==> config.mk <==
export PLATFORM = sky130hd
export DESIGN_NAME = mc_control_unit
export DESIGN_NICKNAME = d
export VERILOG_FILES = /design/src/rtl/cpu_pkg.sv /design/src/rtl/branch_cond_eval.sv /design/src/rtl/mc_control_unit.sv
export SDC_FILE = /design/constraint.sdc
export NUM_CORES = 1
export LEC_CHECK = 0
export ABC_AREA = 1
export CAP_MARGIN = 20
export CELL_PAD_IN_SITES_DETAIL_PLACEMENT = 1
export CELL_PAD_IN_SITES_GLOBAL_PLACEMENT = 1
export CORE_AREA = 10 10 90 92
export CTS_CLUSTER_DIAMETER = 80
export DETAILED_ROUTE_END_ITERATION = 8
export DIE_AREA = 0 0 100 102
export GPL_ROUTABILITY_DRIVEN = 0
export GPL_TIMING_DRIVEN = 0
export MAX_ROUTING_LAYER = met4
export PLACE_DENSITY = 0.83
export SETUP_SLACK_MARGIN = 0.5
export SLEW_MARGIN = 10
export SYNTH_ARGS = -nofsm -noshare
export SYNTH_HDL_FRONTEND = slang
export SYNTH_SLANG_ARGS = --single-unit
==> constraint.sdc <==
create_clock -name clk -period 1.7 [get_ports clk]
set_clock_uncertainty 0.1 [all_clocks]
set_input_delay 0.425 -clock clk [delete_from_list [all_inputs] [get_ports clk]]
set_output_delay 0.425 -clock clk [all_outputs]
set_load 0.005 [all_outputs]
==> src/rtl/cpu_pkg.sv <==
// Shared control encodings: FSM states, opcode classes, branch conditions, immgen selects, trap causes.
// The datapath imports the same constants so both sides decode the instruction identically.
package cpu_pkg;
    typedef enum logic [2:0] {
        ST_HALT   = 3'd0,
        ST_FETCH  = 3'd1,
        ST_DECODE = 3'd2,
        ST_EXEC   = 3'd3,
        ST_MEM    = 3'd4,
        ST_WB     = 3'd5,
        ST_TRAP   = 3'd6
    } state_t;

    localparam logic [3:0] CL_RALU   = 4'd0;
    localparam logic [3:0] CL_IALU   = 4'd1;
    localparam logic [3:0] CL_LOAD   = 4'd2;
    localparam logic [3:0] CL_STORE  = 4'd3;
    localparam logic [3:0] CL_BRANCH = 4'd4;
    localparam logic [3:0] CL_JUMP   = 4'd5;
    localparam logic [3:0] CL_HALT   = 4'd6;

    localparam logic [2:0] COND_AL  = 3'b000;
    localparam logic [2:0] COND_EQ  = 3'b001;
    localparam logic [2:0] COND_NE  = 3'b010;
    localparam logic [2:0] COND_LT  = 3'b011;
    localparam logic [2:0] COND_GE  = 3'b100;
    localparam logic [2:0] COND_CS  = 3'b101;
    localparam logic [2:0] COND_CC  = 3'b110;
    localparam logic [2:0] COND_NV  = 3'b111;

    localparam logic [1:0] IMM_IALU = 2'b00;
    localparam logic [1:0] IMM_LS   = 2'b01;
    localparam logic [1:0] IMM_BR   = 2'b10;
    localparam logic [1:0] IMM_JMP  = 2'b11;

    localparam logic [1:0] TRAP_NONE     = 2'b00;
    localparam logic [1:0] TRAP_ILLEGAL  = 2'b01;
    localparam logic [1:0] TRAP_FETCH_TO = 2'b10;
    localparam logic [1:0] TRAP_DATA_TO  = 2'b11;

    function automatic logic is_legal(input logic [3:0] cls);
        return cls <= CL_HALT;
    endfunction
endpackage

==> src/rtl/branch_cond_eval.sv <==
// Combinational branch condition evaluation from flags {rsv,V,C,N,Z}; zero latency.
module branch_cond_eval
    import cpu_pkg::*;
(
    input  logic [2:0] i_cond,
    input  logic [4:0] i_status,
    output logic       o_taken
);
    logic w_z, w_n, w_c, w_v;

    assign w_z = i_status[0];
    assign w_n = i_status[1];
    assign w_c = i_status[2];
    assign w_v = i_status[3];

    always_comb begin
        o_taken = 1'b0;
        case (i_cond)
            COND_AL: o_taken = 1'b1;
            COND_EQ: o_taken = w_z;
            COND_NE: o_taken = ~w_z;
            COND_LT: o_taken = w_n ^ w_v;
            COND_GE: o_taken = ~(w_n ^ w_v);
            COND_CS: o_taken = w_c;
            COND_CC: o_taken = ~w_c;
            default: o_taken = 1'b0;
        endcase
    end
endmodule

==> src/rtl/mc_control_unit.sv <==
// Multi-cycle control FSM (FETCH/DECODE/EXEC/MEM/WB); 3-5 cycles per instruction at zero wait.
// Stalls in FETCH/MEM until mem_ready, trapping after TIMEOUT consecutive idle cycles.
module mc_control_unit
    import cpu_pkg::*;
#(
    parameter int XLEN    = 32,
    parameter int CNT_W   = 16,
    parameter int TIMEOUT = 15,
    parameter int TO_W    = 4
) (
    input  logic             clk,
    input  logic             rst,
    input  logic             run,
    input  logic [XLEN-1:0]  instr,
    input  logic [4:0]       status,
    input  logic             mem_ready,
    output logic             ir_we,
    output logic             pc_we,
    output logic             pcsrc,
    output logic             alusrc,
    output logic [3:0]       aluop,
    output logic             mem_req,
    output logic             memrw,
    output logic             wb,
    output logic             regrw,
    output logic [1:0]       immgen_ctrl,
    output logic             halted,
    output logic             trap,
    output logic [1:0]       trap_cause,
    output logic [CNT_W-1:0] retired
);
    state_t           r_state;
    logic [TO_W-1:0]  r_wait;
    logic [1:0]       r_cause;
    logic [CNT_W-1:0] r_retired;

    logic [3:0] w_cls;
    logic [2:0] w_cond;
    logic       w_taken;
    logic       w_timeout;
    logic       w_decoded;

    assign w_cls     = instr[XLEN-1:XLEN-4];
    assign w_cond    = instr[XLEN-5:XLEN-7];
    // A ready on the final wait cycle completes the access instead of trapping.
    assign w_timeout = ~mem_ready && (r_wait == TO_W'(TIMEOUT - 1));

    branch_cond_eval u_cond (
        .i_cond   (w_cond),
        .i_status (status),
        .o_taken  (w_taken)
    );

    always_ff @(posedge clk or posedge rst) begin
        if (rst) begin
            r_state   <= ST_HALT;
            r_wait    <= '0;
            r_cause   <= TRAP_NONE;
            r_retired <= '0;
        end else begin
            if (r_state == ST_FETCH || r_state == ST_MEM)
                r_wait <= mem_ready ? '0 : r_wait + TO_W'(1);
            else
                r_wait <= '0;

            case (r_state)
                ST_HALT: if (run) r_state <= ST_FETCH;
                ST_FETCH: begin
                    if (mem_ready) r_state <= ST_DECODE;
                    else if (w_timeout) begin
                        r_state <= ST_TRAP;
                        r_cause <= TRAP_FETCH_TO;
                    end
                end
                ST_DECODE: begin
                    if (!is_legal(w_cls)) begin
                        r_state <= ST_TRAP;
                        r_cause <= TRAP_ILLEGAL;
                    end else if (w_cls == CL_HALT) begin
                        r_state   <= ST_HALT;
                        r_retired <= r_retired + CNT_W'(1);
                    end else begin
                        r_state <= ST_EXEC;
                    end
                end
                ST_EXEC: begin
                    if (w_cls == CL_LOAD || w_cls == CL_STORE) begin
                        r_state <= ST_MEM;
                    end else if (w_cls == CL_BRANCH || w_cls == CL_JUMP) begin
                        r_state   <= ST_FETCH;
                        r_retired <= r_retired + CNT_W'(1);
                    end else begin
                        r_state <= ST_WB;
                    end
                end
                ST_MEM: begin
                    if (mem_ready) begin
                        if (w_cls == CL_STORE) begin
                            r_state   <= ST_FETCH;
                            r_retired <= r_retired + CNT_W'(1);
                        end else begin
                            r_state <= ST_WB;
                        end
                    end else if (w_timeout) begin
                        r_state <= ST_TRAP;
                        r_cause <= TRAP_DATA_TO;
                    end
                end
                ST_WB: begin
                    r_state   <= run ? ST_FETCH : ST_HALT;
                    r_retired <= r_retired + CNT_W'(1);
                end
                ST_TRAP: r_state <= ST_TRAP;
                default: r_state <= ST_HALT;
            endcase
        end
    end

    assign w_decoded = (r_state == ST_DECODE) || (r_state == ST_EXEC) ||
                       (r_state == ST_MEM)    || (r_state == ST_WB);

    always_comb begin
        ir_we       = 1'b0;
        pc_we       = 1'b0;
        pcsrc       = 1'b0;
        alusrc      = 1'b0;
        aluop       = 4'b0000;
        mem_req     = 1'b0;
        memrw       = 1'b0;
        wb          = 1'b0;
        regrw       = 1'b0;
        immgen_ctrl = IMM_IALU;
        // Instruction-field decode is only meaningful once IR holds the fetched word.
        if (w_decoded) begin
            case (w_cls)
                CL_RALU: aluop = instr[3:0];
                CL_IALU: begin
                    aluop  = instr[3:0];
                    alusrc = 1'b1;
                end
                CL_LOAD, CL_STORE: begin
                    alusrc      = 1'b1;
                    immgen_ctrl = IMM_LS;
                end
                CL_BRANCH: begin
                    alusrc      = 1'b1;
                    immgen_ctrl = IMM_BR;
                end
                CL_JUMP: begin
                    alusrc      = 1'b1;
                    immgen_ctrl = IMM_JMP;
                end
                default: ;
            endcase
        end
        case (r_state)
            ST_FETCH: begin
                mem_req = 1'b1;
                ir_we   = mem_ready;
                pc_we   = mem_ready;
            end
            ST_EXEC: begin
                if (w_cls == CL_BRANCH) begin
                    pc_we = 1'b1;
                    pcsrc = w_taken;
                end else if (w_cls == CL_JUMP) begin
                    pc_we = 1'b1;
                    pcsrc = 1'b1;
                    regrw = 1'b1;
                end
            end
            ST_MEM: begin
                mem_req = 1'b1;
                memrw   = (w_cls == CL_STORE);
            end
            ST_WB: begin
                regrw = 1'b1;
                wb    = (w_cls == CL_LOAD);
            end
            default: ;
        endcase
    end

    assign halted     = (r_state == ST_HALT);
    assign trap       = (r_state == ST_TRAP);
    assign trap_cause = r_cause;
    assign retired    = r_retired;
endmodule

==> metrics <==
total CTS buffers=3; multi-input logic area=between 0.001 and 0.0015 mm2; Post-synth EDFFs=0; vias in the first global route=approximately 2.5k; r2r startpoint=r_state[2]; CP startpoint=r_state[1]; pwr dens=roughly 1500 mW/mm2; RSZ-0062 raised after global routing=true; core footprint=0.006277 mm2; synth unique cells=25; commonest non-fill, non-tap cell in the layout=nand2_1; Wirelength per Cell=around 17 um; HP Class=register to register; GR met1 Demand/Resource=0.1515; Syn-to-layout area delta=75.44%; met3 GRT Util=0.02767; Primary FF master, synth=dfrtp_1; max cap viols=0; post-synthesis instance total=280; clk buf depth=2; Worst setup EP type=output pin; Avg Cell Area, Syn=6.386 um2; max-slew violation count=0; CTS Hold Buffers Added=0; First-pass DRT Iterations=4; IO Port Bufs=52; Crit path required time=roughly 1.2 ns; Setup WS pre-CTS=-1.009 ns; Post-Synthesis Cell Area=roughly 0.0018 mm2; global routing's busiest layer=met2; Final Net Count=~430; via count=around 2.3k; layout cell share with drive strength beyond 1=0.4599; largest area contributor in the netlist=dfrtp_1; Reg clk slew, reported paths=approximately 0.090 ns; Final setup viols=31; clk sink count=25; Initial Util=0.2848; Non-Filler Instances=464; Inserted Diodes=0; violated checks=setup timing; Vias/cell=between 4 and 5; Synth area leaders=dfrtp_1, nand2_1, nor2_1; crit start category=register; Synth async-reset ratio=1.000; drt drc=0; Seq/Total Area, Yosys=0.3499; max frequency=approximately 0.49 GHz; syn_nets=324; gr usage total=0.1486; drt total wl=8038 um; clock root buffer=clkbuf_8; worst slew pin tran=between 0.5 and 0.6 ns; final worst setup slack=-0.3461 ns; Critical Path Slowest Stage Cell=dfrtp_2; CTS tree=done; Crit Path Max Fanout=4; met2 GRT Util=0.2877; die area=0.01020 mm2; FF/Latch Area=636.9 um2; status=finished with violations; die span in x=about 100 um; Max VDD drop=between 0.0009 and 0.001 V; clk_lat worst skew=a little under 0.3 ns; total power=~4.7 mW; Worst path top cell family by delay=flip-flops; min Tclk post-route=approximately 2.0 ns; hpwl dp=~4600 um; post-route antenna net violation count=0; Crit path buffers/inverters=4; Arr. time, crit path=roughly 1.5 ns; wire length of the first global-routing pass=12150 um; Boundary Pins=75; Worst slew margin=0.6002; most frequent cells in the layout=nand2_1, buf_4, buf_6; most used cell along the critical path=buf_6; final worst-path cycle share=1.204; LEAKAGE=1.587 nW; share of the synthesized area in the top cell type=0.3499; Cell Count Post-Placement=about 410; Layout fillers=between 700 and 800; # rows=29; critical-path cell list=xor2_4 > buf_6 > inv_4 > buf_6 > a21oi_2 > buf_2; CP Class=register to output pin; post-layout util=0.4997; hold_sp=trap_cause[0]; CP peak stage delay=0.49 ns; DIE HEIGHT=102 um; Detailed Route Iter0 Violations=51; htree depth=1; YS warnings=0; total gr overflow=0; Final Hold Fails=0; initial antenna violation count=0; largest net degree at the start of global routing=26; #FFs+latches synth=25
==> flip-flops by register name, indices dropped and copies added, names as in the netlist <==
register	flops
r_state	3
r_wait	4
retired	16
trap_cause	2
==> cells in the mapped netlist, drive strengths merged, types with 2 or more instances <==
master	number
ha	3
nand3	17
nand2	121
a21oi	7
xor2	6
o21ai	8
dfrtp	25
inv	34
nor2	37
nand4	8
buf	3
nor3	2
xnor2	6
==> report_power, final <==
group	switching (mW)	total (mW)	internal [mW]	leakage [nW]
Clock	0.216	0.386	0.169	0.0228
Sequential	0.137	0.864	0.727	0.324
Combinational	1.79	3.49	1.70	1.24
==> tightest hold or removal path, stage by stage (launching register included) <==
cell     delay [ns]
dfrtp_1        0.36
nand2_1        0.06
nand2_1        0.05
==> cells by family after synthesis <==
kind of cell	Yosys count	synth area share
and+or+nand+nor	187	0.4353
buffers and inverters	37	0.08468
DFF	25	0.3499
AOI/OAI and AO/OA	16	0.04619
xor gates and xnor gates	12	0.06298
adders and majority gates	3	0.02100
==> timing repair <==
action	4_1_cts	5_1_grt
gates cloned	1	0
buffers inserted	42	8
endpoints found under the setup margin	84	59
pin swaps	22	14
resized for setup	240	34
==> per-layer routing <==
metal | routed length, um | vias to the layer above | part of all wire
met5 | 0 | - | 0
met4 | 65 | 0 | 0.0081
met3 | 324 | 8 | 0.040
met2 | 4633 | 57 | 0.58
met1 | 3015 | 1126 | 0.38
li1 | - | 1081 | -
==> area by class of cell <==
| cell class | instances | area share |
|---|---|---|
| multi-input cells | 218 | 0.4232 |
| repair buffers | 103 | 0.2724 |
| flip-flops and latches | 25 | 0.2030 |
| inverters | 34 | 0.04667 |
| well taps | 77 | 0.03071 |
| clock buffers | 4 | 0.01436 |
| plain buffers | 3 | 0.009573 |
==> final timing paths <==
check / endpoint / slack [ns] / cells after the start
max: alusrc / -0.35 / 6
min: trap_cause[0] / 0.39 / 2
max reg2reg: retired[2] / -0.21 / 12
min reg2reg: trap_cause[0] / 0.39 / 2
max in group asynchronous: r_state[1] / 0.68 / 2
min in group asynchronous: retired[1] / 0.44 / 2
==> stage by stage <==
step           hold slack [ns]  instance area, um2  TNS (ns)
2_1_floorplan           0.3523                1862         0
3_3_place_gp            0.3694                2479    -21.98
3_5_place_dp            0.3668                2479    -22.71
4_1_cts                 0.3951                2980    -4.009
5_1_grt                 0.4309                3137    -9.010
6_report                0.3913                3137    -6.642
No activity file was read; power rests on OpenSTA's default activity.
